`src/rtl/ctrl_pkg.sv`:
```
// ctrl_pkg: opcodes, state encoding, fault codes and ALU sub-ops for control_fsm_p
package ctrl_pkg;
  localparam logic [3:0] OP_NOP = 4'h0, OP_LOAD = 4'h1, OP_STORE = 4'h2, OP_LDI = 4'h3;
  localparam logic [3:0] OP_ADD = 4'h4, OP_SUB = 4'h5, OP_AND = 4'h6, OP_OR = 4'h7;
  localparam logic [3:0] OP_MOVR = 4'h8, OP_MOVA = 4'h9, OP_JMP = 4'hA, OP_JZ = 4'hB;
  localparam logic [3:0] OP_CALL = 4'hC, OP_RET = 4'hD, OP_ILL = 4'hE, OP_HALT = 4'hF;
  localparam logic [2:0] S_FETCH = 3'd0, S_DECODE = 3'd1, S_EXEC = 3'd2;
  localparam logic [2:0] S_WB = 3'd3, S_HALT = 3'd4, S_FAULT = 3'd5;
  localparam logic [1:0] F_NONE = 2'd0, F_OVF = 2'd1, F_UNF = 2'd2, F_ILL = 2'd3;
  localparam logic [1:0] ALU_ADD = 2'd0, ALU_SUB = 2'd1, ALU_AND = 2'd2, ALU_OR = 2'd3;
endpackage

```
`src/rtl/ret_stack.sv`:
```
// ret_stack: LIFO of return addresses with full/empty flags
module ret_stack #(
  parameter int WIDTH = 12,
  parameter int DEPTH = 8
) (
  input  logic             clk,
  input  logic             rst,
  input  logic             push,
  input  logic             pop,
  input  logic [WIDTH-1:0] din,
  output logic [WIDTH-1:0] dout,
  output logic             full,
  output logic             empty
);
  localparam int SPW = $clog2(DEPTH + 1);
  localparam int IW = DEPTH > 1 ? $clog2(DEPTH) : 1;
  logic [WIDTH-1:0] mem [DEPTH];
  logic [SPW-1:0] sp_q, top;
  assign top = sp_q - SPW'(1);
  assign dout = mem[IW'(top)];
  assign full = sp_q == SPW'(DEPTH);
  assign empty = sp_q == '0;
  always_ff @(posedge clk) sp_q <= rst ? '0 : push ? sp_q + SPW'(1) : pop ? top : sp_q;
  always_ff @(posedge clk) if (push) mem[IW'(sp_q)] <= din;
endmodule

```
`src/rtl/control_fsm_p.sv`:
```
// control_fsm_p: multi-cycle fetch/decode/execute controller with return stack and sticky faults
module control_fsm_p
  import ctrl_pkg::*;
#(
  parameter int DATA_W = 14,
  parameter int ADDR_W = 12,
  parameter int OPC_W = 4,
  parameter int GPR_AW = 3,
  parameter int STACK_DEPTH = 8,
  parameter int RESET_PC = 0
) (
  input  logic                    clk,
  input  logic                    reset,
  output logic                    rom_rd,
  output logic [ADDR_W-1:0]       rom_addr,
  input  logic [OPC_W+ADDR_W-1:0] rom_data,
  output logic                    ram_rd,
  output logic                    ram_wr,
  output logic [ADDR_W-1:0]       ram_addr,
  output logic [DATA_W-1:0]       ram_wdata,
  input  logic [DATA_W-1:0]       ram_rdata,
  output logic [GPR_AW-1:0]       gpr_addr,
  output logic                    gpr_wr,
  output logic [DATA_W-1:0]       gpr_wdata,
  input  logic [DATA_W-1:0]       gpr_rdata,
  output logic [1:0]              alu_op,
  output logic [DATA_W-1:0]       alu_a,
  output logic [DATA_W-1:0]       alu_b,
  input  logic [DATA_W-1:0]       alu_result,
  output logic                    halted,
  output logic                    fault,
  output logic [1:0]              fault_code
);
  logic [2:0] state_q, state_d;
  logic [ADDR_W-1:0] pc_q, pc_d, operand, ret_pc;
  logic [OPC_W+ADDR_W-1:0] ir_q, ir_d;
  logic [DATA_W-1:0] acc_q, acc_d, alu_q, alu_d, acc_new;
  logic [1:0] fcode_q, fcode_d;
  logic [3:0] opc;
  logic z_q, z_d, acc_we, push, pop, full, empty, rd, wr, gwr;
  assign opc = ir_q[ADDR_W +: 4];
  assign operand = ir_q[ADDR_W-1:0];
  assign rom_rd = !reset && state_q == S_FETCH;
  assign rom_addr = reset ? '0 : pc_q;
  assign ram_rd = !reset && rd;
  assign ram_wr = !reset && wr;
  assign gpr_wr = !reset && gwr;
  assign ram_addr = reset ? '0 : operand;
  assign ram_wdata = reset ? '0 : acc_q;
  assign gpr_wdata = ram_wdata;
  assign alu_a = ram_wdata;
  assign gpr_addr = reset ? '0 : operand[GPR_AW-1:0];
  assign alu_b = reset ? '0 : gpr_rdata;
  assign alu_op = reset ? '0 : opc[1:0];
  assign halted = !reset && state_q == S_HALT;
  assign fault = !reset && state_q == S_FAULT;
  assign fault_code = reset ? '0 : fcode_q;
  ret_stack #(.WIDTH(ADDR_W), .DEPTH(STACK_DEPTH)) u_stk (
    .clk(clk), .rst(reset), .push(push), .pop(pop), .din(pc_q),
    .dout(ret_pc), .full(full), .empty(empty)
  );
  always_comb begin
    state_d = state_q;
    pc_d = pc_q;
    ir_d = ir_q;
    acc_d = acc_q;
    z_d = z_q;
    alu_d = alu_q;
    fcode_d = fcode_q;
    acc_new = '0;
    acc_we = 1'b0;
    push = 1'b0;
    pop = 1'b0;
    rd = 1'b0;
    wr = 1'b0;
    gwr = 1'b0;
    case (state_q)
      S_FETCH: state_d = S_DECODE;
      S_DECODE: begin
        ir_d = rom_data;
        pc_d = pc_q + ADDR_W'(1);
        state_d = S_EXEC;
      end
      S_EXEC: begin
        state_d = S_FETCH;
        case (opc)
          OP_NOP: ;
          OP_LOAD: begin
            rd = 1'b1;
            state_d = S_WB;
          end
          OP_STORE: wr = 1'b1;
          OP_LDI: begin
            acc_we = 1'b1;
            acc_new = DATA_W'(operand);
          end
          OP_ADD, OP_SUB, OP_AND, OP_OR: begin
            alu_d = alu_result;
            state_d = S_WB;
          end
          OP_MOVR: gwr = 1'b1;
          OP_MOVA: begin
            acc_we = 1'b1;
            acc_new = gpr_rdata;
          end
          OP_JMP: pc_d = operand;
          OP_JZ: pc_d = z_q ? operand : pc_q;
          OP_CALL: begin
            push = !full;
            pc_d = full ? pc_q : operand;
            state_d = full ? S_FAULT : S_FETCH;
            fcode_d = full ? F_OVF : fcode_q;
          end
          OP_RET: begin
            pop = !empty;
            pc_d = empty ? pc_q : ret_pc;
            state_d = empty ? S_FAULT : S_FETCH;
            fcode_d = empty ? F_UNF : fcode_q;
          end
          OP_HALT: state_d = S_HALT;
          default: begin
            state_d = S_FAULT;
            fcode_d = F_ILL;
          end
        endcase
      end
      S_WB: begin
        acc_we = 1'b1;
        acc_new = opc == OP_LOAD ? ram_rdata : alu_q;
        state_d = S_FETCH;
      end
      default: ;
    endcase
    if (acc_we) begin
      acc_d = acc_new;
      z_d = acc_new == '0;
    end
  end
  always_ff @(posedge clk) begin
    if (reset) begin
      state_q <= S_FETCH;
      pc_q <= ADDR_W'(RESET_PC);
      ir_q <= '0;
      acc_q <= '0;
      z_q <= 1'b1;
      alu_q <= '0;
      fcode_q <= F_NONE;
    end else begin
      state_q <= state_d;
      pc_q <= pc_d;
      ir_q <= ir_d;
      acc_q <= acc_d;
      z_q <= z_d;
      alu_q <= alu_d;
      fcode_q <= fcode_d;
    end
  end
endmodule
```
`config.mk`:
```
export PLATFORM = sky130hd
export DESIGN_NAME = control_fsm_p
export DESIGN_NICKNAME = d
export VERILOG_FILES = /design/src/rtl/ctrl_pkg.sv /design/src/rtl/ret_stack.sv /design/src/rtl/control_fsm_p.sv
export SDC_FILE = /design/constraint.sdc
export NUM_CORES = 1
export LEC_CHECK = 0
export CAP_MARGIN = 20
export CORE_ASPECT_RATIO = 1.5
export CORE_MARGIN = 1.5
export CORE_UTILIZATION = 45
export DETAILED_ROUTE_END_ITERATION = 10
export PLACE_DENSITY = 0.76
export REMOVE_ABC_BUFFERS = 1
export SYNTH_ARGS = -nofsm -noshare
export SYNTH_HDL_FRONTEND = slang
export SYNTH_HIERARCHICAL = 1
export SYNTH_SLANG_ARGS = --single-unit
export TNS_END_PERCENT = 1
```
`constraint.sdc`:
```
create_clock -name clk -period 3.4 [get_ports clk]
set_input_delay 0.68 -clock clk [delete_from_list [all_inputs] [get_ports clk]]
set_output_delay 0.68 -clock clk [all_outputs]
set_load 0.005 [all_outputs]
```
Yosys cells after proc, flatten, opt, wreduce, memory -nomap -nowiden:

Memory sizes are Yosys's and may differ from the RTL's.
Cells that the tools add are included.

* add/subtract/negate cells: 3
* equal/unequal tests: 26
* muxes and demuxes: 38
* bitwise logic cells: 1
* reductions and logical operators: 24

Operators by type and width (count)
* 2-to-1 mux 12 bit: 5
* case mux 14 bit (2 select lines): 2
* case mux 12 bit (4 select lines): 1
* 2-to-1 mux 14 bit: 3
* == test 4 bit (second input constant): 8
* case mux 12 bit (2 select lines): 1
* == test 4 x 3 -> 1 bit (second input constant): 4
* case mux 3 bit (5 select lines): 1
* logical NOT 14 bit: 1
* 2-to-1 mux 1 bit: 13
* OR reduction 13 bit: 1
* adder 12 x 1 -> 12 bit (second input constant): 1
* case mux 3 bit (4 select lines): 1
* 2-to-1 mux 3 bit: 3
* inequality test 3 bit (second input constant): 3
* == test 4 x 2 -> 1 bit (second input constant): 2
* logical NOT 4 bit: 2
* 2-to-1 mux 2 bit: 4
* 2-to-1 mux 4 bit: 2
* OR reduction 7 bit: 1
* == test 3 x 2 -> 1 bit (second input constant): 2
* == test 3 bit (second input constant): 2
* logical AND 1 bit: 6
* case mux 2 bit (3 select lines): 1
* 18 further kinds: 22

* flip-flop bits (word level): 66
* memory bits (writable): 96
* input bits: 60
* output and inout bits: 93
* word-level logic and storage cells: 101
* memories: 1

Memories
* u_stk.mem: depth 8, width 12, rd ports 1, clocked after Yosys merged registers in 0, wr ports 1, line ret_stack.sv:17 `logic [WIDTH-1:0] mem [DEPTH];`

Logic depth before layout (Yosys ltp):

Gate-level depths: netlist of run 1.

* depth in word-level cells: 6
* mapped depth: 11
* gate-level depth less buffers: 9

Cells and area by module:

Netlist of run 1, hierarchy kept.

By module, submodules not included
* control_fsm_p: times used 1, cells an instance 515, area each 3958.8 um^2, seq. area each 1241.2 um^2
* ret_stack: times used 1, cells an instance 180, area each 3906.2 um^2, seq. area each 2962.8 um^2

Least setup slack after synthesis of run 1:

No wires, ideal clock.

* path kind: reg-to-reg
* from: reg u_stk.sp_q[0]
* to: mem u_stk.mem[4][0], enable pin
* library setup time: 0.396 ns
* arrival: 2.973 ns
* required time: 3.004 ns
* setup slack: 0.031 ns
* stages on the path, launching flop included: 8
* path buffers: 1
* clock period less this slack: 3.369 ns
* cell sequence: dfxtp_1 buf_2 inv_1 ha_1 and3b_1 nor4_1 nand2_1 nor3_1

* word-level cells in the longest chain between the ends: 6

Ends and longest elaborated chain
* start: declaration: line ret_stack.sv:18 `logic [SPW-1:0] sp_q, top;`
* start signal: assignment: line ret_stack.sv:23 `always_ff @(posedge clk) sp_q <= rst ? '0 : push ? sp_q + SPW'(1) : pop ? top : sp_q;`
* == test 4 bit: line ret_stack.sv:21 `assign full = sp_q == SPW'(DEPTH);`
* net full: line control_fsm_p.sv:40 `logic z_q, z_d, acc_we, push, pop, full, empty, rd, wr, gwr;`
* logical NOT 1 bit: line control_fsm_p.sv:109 `push = !full;`
* 2-to-1 mux 1 bit: line control_fsm_p.sv:86 `case (opc)`
* 2-to-1 mux 1 bit: line control_fsm_p.sv:77 `case (state_q)`
* net push: line control_fsm_p.sv:40
* 2-to-1 mux 1 bit: line ret_stack.sv:24 `always_ff @(posedge clk) if (push) mem[IW'(sp_q)] <= din;`
* 2-to-1 mux 1 bit (not written as such): line ret_stack.sv:24
* end: declaration: line ret_stack.sv:17

The timed path passes the listed nets, and every way through them passes these cells.

Worst setup path after layout of run 1:

* from: reg state_q[1]
* to: out ram_wr

* word-level cells in the longest chain between the ends: 3

Ends and longest elaborated chain
* start: declaration: line control_fsm_p.sv:34 `logic [2:0] state_q, state_d;`
* start signal: assignment: line control_fsm_p.sv:149 `state_q <= state_d;`
* == test 3 x 2 -> 1 bit: line control_fsm_p.sv:77
* 2-to-1 mux 1 bit: line control_fsm_p.sv:77
* logical AND 1 bit: line control_fsm_p.sv:46 `assign ram_wr = !reset && wr;`
* end: declaration: line control_fsm_p.sv:18 `output logic ram_wr,`

Every way passes these cells.

==> results of run 1 <==
-- worst reg2reg max path: cells and delay by family (launching register included) --
| kind | cells | cell delay (ps) |
|---|---|---|
| flip-flops | 1 | 460 |
| buffers and inverters | 2 | 510 |
| AND/OR/NAND/NOR | 5 | 1450 |
-- placed cells by master (no fill, tap or decap), drive strengths merged, types with 3 or more instances in the layout --
master / synthesis / final
nand4: 4 / 4
nor3: 26 / 26
a22o: 8 / 8
o22a: 15 / 15
dfxtp: 66 / 66
clkbuf: 22 / 17
ha: 3 / 3
buf: 54 / 31
a2bb2oi: 5 / 5
clkdlybuf4s50: 0 / 151
nand3: 13 / 13
nor3b: 3 / 3
o21ai: 17 / 17
nand2: 69 / 69
nor2b: 61 / 61
edfxtp: 96 / 96
mux2: 14 / 14
a211oi: 6 / 6
nor4b: 3 / 3
clkinv: 0 / 9
a21oi: 51 / 51
nor4: 5 / 5
inv: 3 / 5
nand2b: 8 / 8
nor2: 60 / 60
mux4: 24 / 24
mux2i: 21 / 21
a221oi: 4 / 4
-- power by group through the flow --
stage | registers [mW] | logic, mW | clock network [mW]
after global routing | 2.19 | 0.497 | 1.88
after detailed placement | 2.22 | 0.459 | 0
after CTS | 2.18 | 0.462 | 1.80
after global placement | 2.22 | 0.456 | 0
final | 2.18 | 0.462 | 1.78
after floorplan | 2.20 | 0.216 | 0
-- per-stage QoR --
stage                     hold slack (ps)  cell area (um2)  TNS [ps]  cells
after floorplan                       426             7400    -54940    619
after global placement                438             9440         0   1014
after detailed placement              444             9440         0   1014
after CTS                             458             9980         0   1045
after global routing                  489             9980         0   1045
final                                 456             9980         0   1045
-- registers in the layout, indices dropped and copies added, names as in the netlist --
register	cells
u_stk/mem	96
pc_q	12
fcode_q	2
u_stk/sp_q	4
alu_q	14
ir_q	16
state_q	3
z_q	1
acc_q	14
-- final timing paths --
check / startpoint / to / slack [ps] / cells after the start
worst min-delay path: acc_q[10] / acc_q[10] / 460 / 2
worst max register to register: state_q[1] / u_stk/mem[1][5] / 670 / 7
worst max-delay path: state_q[1] / ram_wr / 240 / 4
worst min register to register: acc_q[10] / acc_q[10] / 460 / 2
-- layer usage --
metal	GRT usage, %	part of all wire [%]
met3	4.37	5.4
met4	9.09	2.8
met5	0	0
met1	23.2	38
met2	41.4	54
-- cells by family after synthesis --
family          Yosys count  synth area share, %
simple gates            268                 17.6
buf+inv                  79                 6.05
mux                      59                 11.5
compound gates          122                 10.6
flops                   162                 53.5
fa+ha+maj                 3                0.477
xor+xnor                  2                0.223
-- layout make-up --
class / instances / area (um2) / share of cell area [%]
clock buffer: 17 / 425 / 4.26
multi-input combinational: 454 / 3190 / 31.9
tap: 213 / 267 / 2.67
inverter: 3 / 11.3 / 0.113
sequential: 162 / 4210 / 42.1
clock inverter: 14 / 116 / 1.17
timing repair buffer: 182 / 1770 / 17.7
==> impl_metrics.env, run 1 <==
export IMPL_critPathMaxFanout=10
export IMPL_achievable_frequency_mhz=316
export IMPL_ys_flop_type="sky130_fd_sc_hd__edfxtp_1"
export IMPL_ys_warnings_count=6
export IMPL_power_report_internal_total_mw=3.35
export IMPL_worst_pin_slew_ps=746
export IMPL_input_output_buffers=152
export IMPL_grt_max_degree=49
export IMPL_cts_resized=0
export IMPL_dp_hpwl_um=14200
export IMPL_finalHoldViolations=0
export IMPL_areaGrowthSynthToFinish_pct=26.9
export IMPL_worst_ep_arrival_time_ps=2480
export IMPL_wl_per_cell_um=19.2
export IMPL_cts_tree="done"
export IMPL_power_frac_comb_pct=10.4
export IMPL_design_core_area_um2=17200
export IMPL_synth_lib_cells_used_distinct=66
export IMPL_crit_path_cell_trace="or3b_4, or2_2, nor4b_1, clkdlybuf4s50_1"
export IMPL_yosysTopAreaCellShare_pct=36.7
export IMPL_floorplan_die_area_um2=18300
export IMPL_min_delay_path_class="register to register"
export IMPL_power_share_sequential_pct=49.3
export IMPL_via_count_of_the_first_global_routing_pass=5834
export IMPL_grt_setup_unrepaired="false"
export IMPL_die_x_um=111
export IMPL_numClockSinks=162
export IMPL_route_detailed_vias_per_inst=5.62
export IMPL_globalRoute_totalOverflow=0
export IMPL_switching_power_mw=1.08
export IMPL_syn_instance_count=695
export IMPL_cts_setup_buffers=0
export IMPL_worst_setup_path_start_kind="register"
export IMPL_detail_route_antenna_nets=0
export IMPL_synth_common_cells="sky130_fd_sc_hd__edfxtp_1 (96), sky130_fd_sc_hd__nand2_1 (68), sky130_fd_sc_hd__dfxtp_1 (66)"
export IMPL_num_fill_cells=1408
export IMPL_route_vias_total=5870
export IMPL_final_critical_path_setup_slack_ps=237
export IMPL_yosysSeqAreaShare_pct=53.5
export IMPL_cts_root_buf="sky130_fd_sc_hd__clkbuf_16"
export IMPL_total_routing_resource_utilization_after_global_routing_pct=21.7
export IMPL_io_pins=153
export IMPL_ir_worst_vdd_uv=274
export IMPL_synth_async_reset_ratio_pct=0
export IMPL_initial_core_util_pct=45.7
export IMPL_clock_latency_ps=430
export IMPL_timing_final_crit_period_ps=3160
export IMPL_cellPowerDensity_nw_per_um2=444
export IMPL_max_cap_viol_count=0
export IMPL_setup_worst_path_end_class="primary output"
export IMPL_number_of_antenna_violations_at_the_first_check_in_global_routing=0
export IMPL_detailedRoute_firstIterationViolations=354
export IMPL_switching_share_pct=24.4
export IMPL_leakage_nw=3.34
export IMPL_skew_ps=10.2
export IMPL_timing_critical_path_slowest_cell_delay_ps=560
export IMPL_cts_hold_buf=0
export IMPL_criticalPathCategory="register to primary output"
export IMPL_timing_slew_headroom_pct=50.3
export IMPL_dpl_worst_slack_ps=680
export IMPL_ctsHtreeMaxLevel=4
export IMPL_slowest_cell_on_crit_path="sky130_fd_sc_hd__clkdlybuf4s50_1"
export IMPL_wire_length_of_the_first_global_routing_pass_um=30400
export IMPL_finalSetupViolCount=0
export IMPL_worst_ep_required_time_ps=2720
export IMPL_num_antenna_cells=0
export IMPL_gpl_congestion=0.923
export IMPL_dieHeight_um=165
export IMPL_kind_of_cell_adding_the_most_delay_to_the_critical_path="simple AND/OR/NAND/NOR gates"
export IMPL_number_of_buffers_and_inverters_on_the_critical_path=1
export IMPL_finalMaxSlewViolations=0
export IMPL_number_of_buffers_created_by_cts=17
export IMPL_synth_edf_count=96
export IMPL_firstDrtPassIters=5
export IMPL_run_status="finished, final reports clean"
export IMPL_synth_area_per_cell_um2=11.3
export IMPL_post_synth_main_area_contributors="sky130_fd_sc_hd__edfxtp_1 (37%), sky130_fd_sc_hd__dfxtp_1 (17%), sky130_fd_sc_hd__mux4_2 (6.9%)"
export IMPL_routed_wl_um=20000
export IMPL_totalPowerFinal_mw=4.43
export IMPL_post_route_util_pct=58.0
export IMPL_cell_type_contributing_the_most_total_cell_area_after_synthesis="sky130_fd_sc_hd__edfxtp_1"
export IMPL_postSynthRegisterBits=162
export IMPL_nNetsFinal=883
export IMPL_cts_clk_slew_worst_paths_ps=70
export IMPL_core_rowCount=59
export IMPL_synth_area_um2=7870
export IMPL_clock_tree_buffer_depth=2
export IMPL_timing_final_crit_share_pct=93.0
export IMPL_final_layout_size_suffix_gt1_share_pct=13.6
export IMPL_synth_most_common_cell="sky130_fd_sc_hd__edfxtp_1"
export IMPL_p_clk_share_pct=40.3
export IMPL_route_detailed_drc=0
(Power assumes the default switching activity.)
==> inputs of run 2 (changes only) <==
- CORE_MARGIN: 1.5 -> 10
- REMOVE_ABC_BUFFERS: 1 -> default
==> run 2 against run 1 <==
  * Global-route usage shrank 3.0 points
  * Maximum frequency shrank 3.3%
  * Total power grew 6.8%
==> impl_metrics.env, run 2 (synthesis results as in run 1) <==
export IMPL_run_status="finished, final reports clean"
export IMPL_dp_hpwl_um=16200
export IMPL_final_cell_mix="sky130_fd_sc_hd__clkdlybuf4s50_1 (151), sky130_fd_sc_hd__edfxtp_1 (96), sky130_fd_sc_hd__nand2_1 (68)"
export IMPL_kind_of_cell_adding_the_most_delay_to_the_critical_path="simple AND/OR/NAND/NOR gates"
export IMPL_placed_cells_incl_taps=1009
export IMPL_most_common_library_cell_in_the_layout_ignoring_fill_and_taps="sky130_fd_sc_hd__clkdlybuf4s50_1"
export IMPL_skew_ps=12.3
export IMPL_holdWs_ps=450
export IMPL_floorplan_die_area_um2=23300
export IMPL_wire_length_of_the_first_global_routing_pass_um=34000
export IMPL_hold_depth=2
export IMPL_cts_tree="done"
export IMPL_totalPowerFinal_mw=4.73
export IMPL_ir_worst_vdd_uv=414
export IMPL_die_x_um=128
export IMPL_finalSetupViolCount=0
export IMPL_setup_worst_path_end_class="primary output"
export IMPL_total_routing_resource_utilization_after_global_routing_pct=18.6
export IMPL_leakage_nw=3.37
export IMPL_number_of_flip_flops_in_the_largest_register=96
export IMPL_worstHoldEndpoint="acc_q[4]"
export IMPL_areaGrowthSynthToFinish_pct=27.7
export IMPL_globalRoute_totalOverflow=0
export IMPL_grt_max_degree=48
export IMPL_wl_per_cell_um=21.1
export IMPL_met3_routed_length_um=1900
export IMPL_critPathMaxFanout=10
export IMPL_grt_setup_unrepaired="false"
export IMPL_dieHeight_um=182
export IMPL_timing_critical_path_slowest_cell_delay_ps=620
export IMPL_slowest_cell_on_crit_path="sky130_fd_sc_hd__clkdlybuf4s50_1"
export IMPL_detail_route_antenna_nets=0
export IMPL_route_detailed_vias_per_inst=5.71
export IMPL_nNetsFinal=878
export IMPL_worst_r2r_setup_slack_ps=730
export IMPL_initial_core_util_pct=45.5
export IMPL_worst_hold_path_startpoint="acc_q[4]"
export IMPL_worst_ep_required_time_ps=2720
export IMPL_tns_ps=0
export IMPL_number_of_antenna_violations_at_the_first_check_in_global_routing=0
export IMPL_critical_path_reg2reg_endpoint="pc_q[11]"
export IMPL_min_delay_path_class="register to register"
export IMPL_largest_registers="u_stk/mem (96), ir_q (16)"
export IMPL_core_rowCount=59
export IMPL_input_output_buffers=152
export IMPL_cts_setup_buffers=0
export IMPL_design_core_area_um2=17300
export IMPL_timing_final_crit_period_ps=3270
export IMPL_number_of_buffers_created_by_cts=17
export IMPL_criticalPathCategory="register to primary output"
export IMPL_finalHoldViolations=0
export IMPL_io_pins=153
export IMPL_post_route_util_pct=58.1
export IMPL_ctsHtreeMaxLevel=4
export IMPL_via_count_of_the_first_global_routing_pass=6030
export IMPL_fin_cells=1041
export IMPL_timing_final_crit_share_pct=96.2
export IMPL_worst_setup_path_start_kind="register"
export IMPL_worst_r2r_path_depth=9
export IMPL_num_fill_cells=1459
export IMPL_finalMaxSlewViolations=0
export IMPL_gpl_congestion=0.910
export IMPL_worst_r2r_start="u_stk/sp_q[1]"
export IMPL_numClockSinks=162
export IMPL_cts_root_buf="sky130_fd_sc_hd__clkbuf_16"
export IMPL_seqCellArea_um2=4210
export IMPL_cts_clk_slew_worst_paths_ps=60
export IMPL_crit_path_cell_trace="or3b_4, or2_2, nor4_1, clkdlybuf4s50_1"
export IMPL_timing_critical_path_from="state_q[1]"
export IMPL_achievable_frequency_mhz=306
export IMPL_cellPowerDensity_nw_per_um2=471
export IMPL_wl_met1_um=7800
export IMPL_routed_wl_um=22000
export IMPL_postSynthNetCount=758
export IMPL_dr_wl_met2_um=11400
export IMPL_firstDrtPassIters=8
export IMPL_worst_ep_arrival_time_ps=2590
export IMPL_highest_signal_layer="met4"
export IMPL_num_antenna_cells=0
export IMPL_number_of_buffers_and_inverters_on_the_critical_path=1
export IMPL_final_layout_size_suffix_gt1_share_pct=13.0
export IMPL_timing_slew_headroom_pct=50.2
export IMPL_cts_resized=0
export IMPL_multiInputGateArea_um2=3190
export IMPL_detailedRoute_firstIterationViolations=399
export IMPL_clock_latency_ps=420
export IMPL_max_cap_viol_count=0
export IMPL_clock_tree_buffer_depth=2
export IMPL_largest_register="u_stk/mem"
export IMPL_route_vias_total=5942
export IMPL_route_detailed_drc=0
export IMPL_cts_hold_buf=0
export IMPL_worst_pin_slew_ps=746
[run 2: cell types whose count changed in the layout (fill, tap and decap cells not counted), sizes merged]
| cell | change |
|---|---|
| clkbuf | +7 |
| bufinv | +1 |
| clkinv | -6 |
| inv | +1 |
| clkinvlp | -2 |
| buf | -5 |
[run 2: through the flow]
step | instance area [um2] | worst slack (ps)
detailed placement | 9390 | 607
floorplan | 7870 | 30.8
global route | 10000 | 73.9
global placement | 9390 | 623
CTS | 10000 | 157
finish | 10000 | 128
[run 2: worst reg2reg max path, cell delays in order, from the launching register on]
cell and delay, ps:
sky130_fd_sc_hd__dfxtp_1 380, sky130_fd_sc_hd__inv_1 100, sky130_fd_sc_hd__ha_1 230, sky130_fd_sc_hd__nor3b_1 430
sky130_fd_sc_hd__mux2_2 250, sky130_fd_sc_hd__nand3_2 130, sky130_fd_sc_hd__a41oi_2 670, sky130_fd_sc_hd__nor2_1 140
sky130_fd_sc_hd__nor2_1 150, sky130_fd_sc_hd__nor3_1 60
[run 2: layout make-up]
class / instances / share of cell area (%)
flip-flops and latches: 162 / 41.9
multi-input cells: 454 / 31.7
repair buffers: 177 / 17.1
clock buffers: 24 / 5.44
well taps: 213 / 2.65
clock inverters: 8 / 1.08
inverters: 3 / 0.112
[run 2: power breakdown]
| part | total, mW | switching [mW] | leakage (nW) | internal, mW |
|---|---|---|---|---|
| logic | 0.467 | 0.228 | 1.62 | 0.239 |
| clock network | 2.07 | 0.786 | 0.324 | 1.29 |
| registers | 2.19 | 0.0797 | 1.42 | 2.11 |
[run 2: routing by layer]
| layer | vias to the layer above | global-route usage [%] |
|---|---|---|
| met5 | - | 0 |
| met4 | 0 | 8.45 |
| met3 | 52 | 6.01 |
| met2 | 311 | 32.5 |
| met1 | 2819 | 19.9 |
| li1 | 2760 | - |
[run 2: worst max-delay path by stage]
stage / slack, ps / depth (start not counted) / end
global route: 70 / 4 / gpr_wr
floorplan: 30 / 7 / u_stk/mem[4][0]
CTS: 160 / 4 / gpr_wr
global placement: 620 / 4 / gpr_wr
detailed placement: 610 / 4 / gpr_wr
finish: 130 / 4 / gpr_wr
==> inputs of run 3 (changes only) <==
- clock period: 3.4 -> 2.76 ns (I/O delays scaled with it)
==> run 3 against run 2 <==
  * Non-clock buffer count is 18 higher
  * Wire length is 0.38% higher
  * First-iteration DRC count is 11% lower
  * Sequential share of layout area is 0.48 points lower
  * Clock skew is 0.84 ps higher
  * Worst hold slack better by 4.6 ps
  * Sequential cell count stayed put
  * Clock power is 8% higher
  * Via count is 1.4% higher
  * Largest cell class unchanged
==> impl_metrics.env, run 3 (synthesis results as in run 1) <==
export IMPL_run_status="finished, final reports clean"
export IMPL_detailedRoute_firstIterationViolations=357
export IMPL_route_detailed_vias_per_inst=5.69
export IMPL_route_vias_total=6028
export IMPL_tns_ps=0
export IMPL_setup_worst_path_end_class="primary output"
export IMPL_min_delay_path_class="register to register"
export IMPL_criticalPathCategory="register to primary output"
export IMPL_most_common_library_cell_in_the_layout_ignoring_fill_and_taps="sky130_fd_sc_hd__clkdlybuf4s50_1"
export IMPL_final_cell_mix="sky130_fd_sc_hd__clkdlybuf4s50_1 (148), sky130_fd_sc_hd__edfxtp_1 (96), sky130_fd_sc_hd__nand2_1 (68)"
export IMPL_ir_worst_vdd_uv=367
export IMPL_worst_ep_arrival_time_ps=2050
export IMPL_wire_length_of_the_first_global_routing_pass_um=33900
export IMPL_placed_cells_incl_taps=1025
export IMPL_total_routing_resource_utilization_after_global_routing_pct=18.6
export IMPL_number_of_flip_flops_in_the_largest_register=96
export IMPL_initial_core_util_pct=45.5
export IMPL_largest_register="u_stk/mem"
export IMPL_fin_cells=1059
export IMPL_worst_r2r_start="state_q[1]"
export IMPL_critPathMaxFanout=4
export IMPL_dieHeight_um=182
export IMPL_io_pins=153
export IMPL_timing_final_crit_period_ps=2610
export IMPL_skew_ps=13.1
export IMPL_timing_critical_path_slowest_cell_delay_ps=400
export IMPL_firstDrtPassIters=6
export IMPL_wl_per_cell_um=20.9
export IMPL_dp_hpwl_um=16400
export IMPL_cts_root_buf="sky130_fd_sc_hd__clkbuf_16"
export IMPL_max_cap_viol_count=0
export IMPL_grt_setup_unrepaired="false"
export IMPL_design_core_area_um2=17300
export IMPL_timing_final_crit_share_pct=94.4
export IMPL_floorplan_die_area_um2=23300
export IMPL_detail_route_antenna_nets=0
export IMPL_via_count_of_the_first_global_routing_pass=6081
export IMPL_areaGrowthSynthToFinish_pct=29.2
export IMPL_worst_r2r_path_depth=6
export IMPL_worst_pin_slew_ps=746
export IMPL_slowest_cell_on_crit_path="sky130_fd_sc_hd__or3b_4"
export IMPL_number_of_antenna_violations_at_the_first_check_in_global_routing=0
export IMPL_worst_setup_path_start_kind="register"
export IMPL_clock_tree_buffer_depth=2
export IMPL_achievable_frequency_mhz=384
export IMPL_globalRoute_totalOverflow=0
export IMPL_cellPowerDensity_nw_per_um2=546
export IMPL_worst_r2r_setup_slack_ps=300
export IMPL_cts_tree="done"
export IMPL_nNetsFinal=896
export IMPL_core_rowCount=59
export IMPL_crit_path_cell_trace="or3b_4, or2_2, nor4_1, dlygate4sd2_1"
export IMPL_worst_ep_required_time_ps=2210
export IMPL_grt_max_degree=37
export IMPL_cts_hold_buf=0
export IMPL_number_of_buffers_created_by_cts=17
export IMPL_clock_latency_ps=430
export IMPL_final_layout_size_suffix_gt1_share_pct=15.8
export IMPL_finalSetupViolCount=0
export IMPL_numClockSinks=162
export IMPL_critical_path_reg2reg_endpoint="u_stk/mem[4][2]"
export IMPL_critPathCapture="gpr_wr"
export IMPL_timing_slew_headroom_pct=50.1
export IMPL_input_output_buffers=152
export IMPL_kind_of_cell_adding_the_most_delay_to_the_critical_path="simple AND/OR/NAND/NOR gates"
export IMPL_route_detailed_drc=0
export IMPL_routed_wl_um=22100
export IMPL_finalHoldViolations=0
export IMPL_path_depth=4
export IMPL_num_antenna_cells=0
export IMPL_num_fill_cells=1431
export IMPL_gpl_congestion=0.880
export IMPL_die_x_um=128
export IMPL_finalMaxSlewViolations=0
export IMPL_leakage_nw=3.45
export IMPL_largest_registers="u_stk/mem (96), ir_q (16)"
export IMPL_ctsHtreeMaxLevel=4
export IMPL_timing_critical_path_from="state_q[1]"
export IMPL_postSynthNetCount=758
export IMPL_number_of_buffers_and_inverters_on_the_critical_path=1
export IMPL_cts_clk_slew_worst_paths_ps=70
[run 3: cell types whose count changed in the layout (fill, tap and decap cells not counted), sizes merged]
cell,before,now
clkdlybuf4s50,151,148
bufinv,2,1
dlymetal6s2s,0,1
inv,6,8
clkinvlp,0,1
buf,26,44
clkbuf,24,18
dlygate4sd2,0,2
clkinv,3,7
[run 3: final cells by class]
class                           instances  area [um2]  area share [%]
Multi-Input combinational cell        454        3240            31.9
Clock inverter                         14         129            1.27
Inverter                                3        11.3           0.111
Timing Repair Buffer                  195        1880            18.5
Sequential cell                       162        4210            41.4
Tap cell                              213         267            2.62
Clock buffer                           18         429            4.22
[run 3: worst min-delay path, delay by kind of cell, from the launching register on]
| family | cells | cell delay [ps] |
|---|---|---|
| simple gates | 1 | 50 |
| compound gates | 1 | 50 |
| flops | 1 | 310 |
[run 3: report_power, final]
part / leakage [nW] / switching [mW] / internal [mW]
clock network: 0.272 / 0.988 / 1.25
logic: 1.76 / 0.317 / 0.317
registers: 1.42 / 0.0705 / 2.60
total: 3.45 / 1.38 / 4.17
[run 3: worst min-delay path by stage]
| stage | from | to | slack [ps] | depth (start not counted) |
|---|---|---|---|---|
| 6_report | acc_q[8] | acc_q[8] | 450 | 2 |
| 5_1_grt | acc_q[5] | acc_q[5] | 470 | 2 |
| 4_1_cts | acc_q[8] | acc_q[8] | 450 | 2 |
| 3_5_place_dp | acc_q[8] | acc_q[8] | 440 | 2 |
| 3_3_place_gp | acc_q[4] | acc_q[4] | 440 | 2 |
| 2_1_floorplan | acc_q[0] | acc_q[0] | 430 | 2 |
[run 3: timing repair]
action                                  4_1_cts  5_1_grt
pin swaps                                     0        2
gates resized for setup                       4        4
endpoints found under the hold margin         0        0
buffers inserted                              0        2
endpoints found under the setup margin        3        1
[run 3: metrics by stage]
step | instance area [um2] | hold slack, ps | worst slack (ps) | total power [mW] | util [%]
after floorplan | 7910 | 432 | -14.8 | 3.03 | -
after global placement | 9560 | 440 | 301 | 3.33 | 55.4
after detailed placement | 9560 | 442 | 310 | 3.34 | 55.4
after CTS | 10100 | 452 | -15.1 | 5.54 | 58.6
after global routing | 10200 | 475 | 0.657 | 5.71 | 58.8
final | 10200 | 454 | 154 | 5.54 | 58.8
[run 3: metal layers]
layer | share of wire, % | track usage, % | up-vias
met4 | 3.0 | 8.36 | 0
li1 | - | - | 2795
met1 | 35 | 19.4 | 2892
met5 | 0 | 0 | -
met3 | 8.4 | 5.39 | 46
met2 | 54 | 33.3 | 295
